**src/rtl/icache_pkg.sv**
```systemverilog
// ============================================================================
//  Module  : icache_pkg
//  Brief   : Shared constants for the direct-mapped instruction cache.
//  Revision: 1.0
// ============================================================================
`default_nettype none

package icache_pkg;

  localparam int OFF_W = 2;

  localparam logic [1:0] ICACHE_IDLE    = 2'd0;
  localparam logic [1:0] ICACHE_REFILL  = 2'd1;
  localparam logic [1:0] ICACHE_RESPOND = 2'd2;

  localparam logic [31:0] RV32_NOP = 32'h0000_0013;

  typedef logic [1:0] icache_state_t;

endpackage

`default_nettype wire

```
**src/rtl/icache_data_array.sv**
```systemverilog
// ============================================================================
//  Module  : icache_data_array
//  Brief   : Line storage, combinational read port and synchronous write port.
//  Revision: 1.0
// ============================================================================
`default_nettype none

module icache_data_array
  import icache_pkg::*;
#(
  parameter int DATA_WIDTH     = 32,
  parameter int LINES          = 16,
  parameter int WORDS_PER_LINE = 4
) (
  input  logic                              clk,
  input  logic                              we,
  input  logic [$clog2(LINES)-1:0]          line,
  input  logic [$clog2(WORDS_PER_LINE)-1:0] word,
  input  logic [DATA_WIDTH-1:0]             wdata,
  input  logic [$clog2(LINES)-1:0]          rline,
  input  logic [$clog2(WORDS_PER_LINE)-1:0] rword,
  output logic [DATA_WIDTH-1:0]             rdata
);

  logic [DATA_WIDTH-1:0] r_mem [LINES*WORDS_PER_LINE];

  always_ff @(posedge clk) begin
    if (we) begin
      r_mem[{line, word}] <= wdata;
    end
  end

  assign rdata = r_mem[{rline, rword}];

endmodule

`default_nettype wire

```
**src/rtl/icache.sv**
```systemverilog
// ============================================================================
//  Module  : icache
//  Brief   : Direct-mapped read-only instruction cache with whole-line refill.
//  Revision: 1.0
// ============================================================================
`default_nettype none

module icache
  import icache_pkg::*;
#(
  parameter int DATA_WIDTH     = 32,
  parameter int LINES          = 16,
  parameter int WORDS_PER_LINE = 4
) (
  input  logic                  clk,
  input  logic                  rst,
  input  logic                  inst_req,
  input  logic [DATA_WIDTH-1:0] inst_addr,
  output logic                  inst_valid,
  output logic [DATA_WIDTH-1:0] inst_data,
  input  logic                  flush,
  output logic                  mem_req,
  output logic [DATA_WIDTH-1:0] mem_addr,
  input  logic                  mem_valid,
  input  logic [DATA_WIDTH-1:0] mem_rdata
);

  localparam int WORD_W = $clog2(WORDS_PER_LINE);
  localparam int IDX_W  = $clog2(LINES);
  localparam int TAG_W  = DATA_WIDTH - IDX_W - WORD_W - OFF_W;

  localparam logic [WORD_W-1:0] c_last_word = WORD_W'(WORDS_PER_LINE - 1);

  icache_state_t         r_state;
  logic [LINES-1:0]      r_valid;
  logic [TAG_W-1:0]      r_tag_mem [LINES];
  logic [TAG_W-1:0]      r_tag;
  logic [IDX_W-1:0]      r_idx;
  logic [WORD_W-1:0]     r_word;
  logic [WORD_W-1:0]     r_cnt;
  logic                  r_flush_seen;
  logic                  r_mem_req;
  logic [DATA_WIDTH-1:0] r_mem_addr;
  logic                  r_inst_valid;
  logic [DATA_WIDTH-1:0] r_inst_data;

  logic [TAG_W-1:0]      w_tag;
  logic [IDX_W-1:0]      w_idx;
  logic [WORD_W-1:0]     w_word;
  logic                  w_hit;
  logic                  w_last;
  logic                  w_fill_we;
  logic [IDX_W-1:0]      w_rd_line;
  logic [WORD_W-1:0]     w_rd_word;
  logic [DATA_WIDTH-1:0] w_rd_data;
  logic                  w_unused_addr;

  assign w_tag         = inst_addr[DATA_WIDTH-1 -: TAG_W];
  assign w_idx         = inst_addr[OFF_W+WORD_W +: IDX_W];
  assign w_word        = inst_addr[OFF_W +: WORD_W];
  assign w_unused_addr = ^inst_addr[OFF_W-1:0];

  // A flush coinciding with a lookup forces the miss path.
  assign w_hit     = r_valid[w_idx] && (r_tag_mem[w_idx] == w_tag) && !flush;
  assign w_last    = (r_cnt == c_last_word);
  assign w_fill_we = (r_state == ICACHE_REFILL) && mem_valid;

  // The single read port looks up the fetch in IDLE and the pending word during refill.
  assign w_rd_line = (r_state == ICACHE_IDLE) ? w_idx  : r_idx;
  assign w_rd_word = (r_state == ICACHE_IDLE) ? w_word : r_word;

  icache_data_array #(
    .DATA_WIDTH     (DATA_WIDTH),
    .LINES          (LINES),
    .WORDS_PER_LINE (WORDS_PER_LINE)
  ) u_data_array (
    .clk   (clk),
    .we    (w_fill_we),
    .line  (r_idx),
    .word  (r_cnt),
    .wdata (mem_rdata),
    .rline (w_rd_line),
    .rword (w_rd_word),
    .rdata (w_rd_data)
  );

  always_ff @(posedge clk) begin
    if (w_fill_we && w_last) begin
      r_tag_mem[r_idx] <= r_tag;
    end
  end

  always_ff @(posedge clk or negedge rst) begin
    if (!rst) begin
      r_state      <= ICACHE_IDLE;
      r_valid      <= '0;
      r_tag        <= '0;
      r_idx        <= '0;
      r_word       <= '0;
      r_cnt        <= '0;
      r_flush_seen <= 1'b0;
      r_mem_req    <= 1'b0;
      r_mem_addr   <= '0;
      r_inst_valid <= 1'b0;
      r_inst_data  <= '0;
    end else begin
      r_inst_valid <= 1'b0;
      if (flush) begin
        r_valid <= '0;
      end
      case (r_state)
        ICACHE_IDLE: begin
          if (inst_req) begin
            if (w_hit) begin
              r_inst_data  <= w_rd_data;
              r_inst_valid <= 1'b1;
              r_state      <= ICACHE_RESPOND;
            end else begin
              r_tag        <= w_tag;
              r_idx        <= w_idx;
              r_word       <= w_word;
              r_cnt        <= '0;
              r_flush_seen <= 1'b0;
              r_mem_req    <= 1'b1;
              r_mem_addr   <= {w_tag, w_idx, {WORD_W{1'b0}}, {OFF_W{1'b0}}};
              r_state      <= ICACHE_REFILL;
            end
          end
        end
        ICACHE_REFILL: begin
          if (flush) begin
            r_flush_seen <= 1'b1;
          end
          if (mem_valid) begin
            if (!w_last) begin
              r_cnt      <= r_cnt + 1'b1;
              r_mem_addr <= r_mem_addr + DATA_WIDTH'(4);
            end else begin
              r_mem_req <= 1'b0;
              // A flush seen at any point of the refill leaves the line invalid.
              if (!(r_flush_seen || flush)) begin
                r_valid[r_idx] <= 1'b1;
              end
              r_inst_data  <= (r_word == c_last_word) ? mem_rdata : w_rd_data;
              r_inst_valid <= 1'b1;
              r_state      <= ICACHE_RESPOND;
            end
          end
        end
        ICACHE_RESPOND: begin
          r_state <= ICACHE_IDLE;
        end
        default: begin
          r_state <= ICACHE_IDLE;
        end
      endcase
    end
  end

  assign inst_valid = r_inst_valid;
  assign inst_data  = r_inst_data;
  assign mem_req    = r_mem_req;
  assign mem_addr   = r_mem_addr;

endmodule

`default_nettype wire

```
**config.mk**
```make
export PLATFORM = sky130hd
export DESIGN_NAME = icache
export DESIGN_NICKNAME = d
export VERILOG_FILES = /design/src/rtl/icache_pkg.sv /design/src/rtl/icache_data_array.sv /design/src/rtl/icache.sv
export SDC_FILE = /design/constraint.sdc
export NUM_CORES = 2
export LEC_CHECK = 0
export ABC_AREA = 0
export CAP_MARGIN = 20
export CORE_UTILIZATION = 45
export DETAILED_ROUTE_END_ITERATION = 7
export GPL_TIMING_DRIVEN = 0
export SYNTH_ARGS = -nofsm -noshare
export SYNTH_HDL_FRONTEND = slang
export SYNTH_HIERARCHICAL = 1
export SYNTH_SLANG_ARGS = --single-unit
```
**constraint.sdc**
```tcl
create_clock -name clk -period 4.15 [get_ports clk]
set_clock_uncertainty 0.05 [all_clocks]
set_input_delay 0.415 -clock clk [delete_from_list [all_inputs] [get_ports clk]]
set_output_delay 0.415 -clock clk [all_outputs]
set_load 0.02 [all_outputs]
```
==> impl_results.md <==
* Status: complete, but fails checks
* Failing checks: negative setup slack
* Worst-Margin Slew at 1100 ps
* Clock Tree Root: clkbuf_16
* Routed length per instance at 37.0 um
* Layout area overhead at 18.8%
* GRT Total Usage at between 20% and 30%
* Final nets at between 5000 and 6000
* Crit path arrival time at 4970 ps
* Post-Route WL at 306 mm
* Max stage delay on crit path at around 800 ps
* Layout cells sized above 1 at 29.9%
* Detailed Place HPWL at 204 mm
* Library cells used by synthesis at 70
* Post-synth EDFFs at ~2400
* Vias at 53100
* CTS buffer count at 279
* RD Place Congestion at 0.864
* Top post-synthesis cells by area: edfxtp_1 74%, mux4_2 14%, dfrtp_1 2.9%
* Mapped Cells at 4580
* Synth warnings at 6
* Worst Setup Path Type: flop to flop
* Clk buf depth at 4
* RSZ-0062 raised after global routing: false
* Synth top area share at 73.8%
* Initial cell density of the core at 45.4%
* Fmax at between 200 and 250 MHz
* CTS tree: yes
* Req. time, crit path at 4960 ps
* Clk_lat worst skew at 910 ps
* Setup tns final at -18.3 ps
* Synthesized area per cell at ~22 um^2
* Die Span Y at 471 um
* First-pass GRT wire length at 418 mm
* Most frequent cell after synthesis: edfxtp_1
* Placeable Area at 218000 um^2
* Final period util at 100%
* Worst IR drop on VDD at 546 uV
* Final hold vios at 0
* ANT nets after route at 0
* # clock sinks at 2547
* Sequential area share after synthesis at 76.7%
* Port-buffer cells at 128
* PwrDens at ~700 nW/um^2
* Slew Viols, Final at 0
* Worst path cell trace: nor2_4 > mux2_2 > buf_4 > buf_4 > buf_2 > or2_2 > buf_1 > o22ai_1 > nor2_1 > a21oi_1 > nor2_1 > mux2_2 > mux2_1
* Clock transition at path regs at ~60 ps
* CP max FO at 10
* Ys async rst share at 4.52%
* Total Power at 82.4 mW
* Final min period at 4160 ps
* DRC Markers at 0
* Commonest cells in the netlist: 2432 x edfxtp_1, 613 x mux4_2, 188 x nor2_1
* Rel. slew slack at 26.7%
* Largest net degree at the start of global routing at 59
* Leakage at 37.7 nW
* Max_cap viols at 0
* Initial antenna violation count at 14
* Vias per cell at 6.42
* Slowest library cell on the worst path: buf_1
* Final setup vio count at 3
* Worst Setup Start Kind: flop
* H-tree levels at 5
* Top_reg_cell synth: edfxtp_1
* Iter 0 DRT Violations at roughly 7600
* Num ports at 135
* Total gr overflow at 0
* Pre-Repair DR Iteration Count at 6
* Filler Cell Count at 16500
* Setup ws final at -12.7 ps
* Post-Synthesis Cell Area at 99000 um^2
* FP Rows at 171
* Place WS at -2930 ps
* Number of global-route vias before repair at 51700
* Cell taking the most area after synthesis: edfxtp_1
* #FFs+latches synth at 2547
* Worst Setup End Kind: flop
* Die area at 222000 um^2
* Chip Width at 471 um
* HP Class: primary input to flop
cell families after synthesis:
group / count (synthesis) / share of synthesized area, %
flops: 2547 / 76.7
simple gates: 480 / 2.33
xor+xnor: 15 / 0.133
other cells: 1 / 0.00379
buf+inv: 259 / 1.34
fa+ha+maj: 2 / 0.0253
compound gates: 387 / 2.59
mux: 889 / 16.9
cell type report:
| type | instances | area (um^2) | share of cell area, % |
|---|---|---|---|
| buffer | 247 | 1610 | 1.37 |
| timing repair buffer | 363 | 5260 | 4.48 |
| sequential | 2547 | 75900 | 64.5 |
| antenna | 6 | 15.0 | 0.0128 |
| clock inverter | 120 | 990 | 0.842 |
| clock buffer | 358 | 7500 | 6.38 |
| tap | 2854 | 3570 | 3.04 |
| multi-input combinational | 1775 | 22700 | 19.3 |
| inverter | 5 | 18.8 | 0.0160 |
metrics by stage:
stage | cell area [um^2] | util (%) | hold slack (ps) | cells
4_1_cts | 117000 | 53.9 | 6.00 | 8254
2_1_floorplan | 99000 | - | 69.4 | 4581
3_3_place_gp | 104000 | 47.7 | 418 | 7563
5_1_grt | 118000 | 54.0 | 46.8 | 8270
3_5_place_dp | 108000 | 49.5 | 403 | 7744
6_report | 118000 | 54.0 | 79.6 | 8275
sequential cells by signal, indices dropped and copies added (netlist names):
name / flops
u_data_array/r_mem: 2048
r_tag_mem: 384
inst_data: 32
mem_addr: 30
r_tag: 24
r_valid: 16
r_idx: 4
r_cnt: 2
r_state: 2
r_word: 2
inst_valid: 1
mem_req: 1
r_flush_seen: 1
path summary, 6_finish.rpt:
path | start | to | slack, ps | depth (start not counted)
min in group asynchronous | rst | r_tag[23] | 540 | 3
min reg2reg | inst_data[4] | inst_data[4] | 430 | 1
max | r_state[1] | inst_data[12] | -10 | 13
max in group asynchronous | rst | r_tag[13] | 2320 | 4
min | mem_rdata[2] | u_data_array/r_mem[28][2] | 80 | 1
max reg2reg | r_state[1] | inst_data[12] | -10 | 13
repair_timing:
action | CTS | global route
hold endpoints to repair | 577 | 0
pin swaps | 5 | 4
gates resized for setup | 200 | 47
setup buffers | 8 | 15
endpoints found under the setup margin | 112 | 90
hold buffers | 30 | 0
critical path, delay by kind of cell (launching register included):
kind | cells | cell delay, ps
buffers and inverters | 4 | 1700
AND/OR/NAND/NOR | 4 | 1030
multiplexers | 3 | 500
flip-flops | 1 | 420
AO/OA/AOI/OAI | 2 | 360
layer usage:
metal / track usage [%] / part of all wire [%] / vias to the layer above
met2: 42.3 / 46 / 3314
met4: 10.6 / 4.2 / 4
met3: 5.57 / 11 / 545
met1: 39.0 / 39 / 28700
met5: 0 / 0.0072 / -
li1: - / - / 20600
power breakdown:
| part | leakage, nW | internal (mW) | total [mW] | switching [mW] |
|---|---|---|---|---|
| clock network | 4.17 | 13.8 | 23.5 | 9.75 |
| logic | 10.3 | 11.0 | 28.0 | 17.0 |
| registers | 23.3 | 29.8 | 30.9 | 1.07 |
| total | 37.7 | 54.6 | 82.4 | 27.8 |
cells in the final DEF (no fill, tap or decap), types with 30 or more instances in the layout:
cell type	count
nand3_1	36
nand2_1	103
o22ai_1	68
nor2_4	75
buf_4	71
dlygate4sd3_1	30
nor2_1	111
nor2b_1	31
buf_12	105
a21oi_1	99
clkbuf_1	120
mux2_1	31
mux2_2	81
clkinv_1	57
a22oi_1	39
edfxtp_1	2432
clkdlybuf4s50_1	95
buf_6	59
mux2i_1	160
clkinv_2	42
mux4_2	613
dfrtp_1	115
buf_2	69
clkbuf_16	287
buf_16	37
clkbuf_2	34
Note: power is estimated with default switching activity, not from simulation.
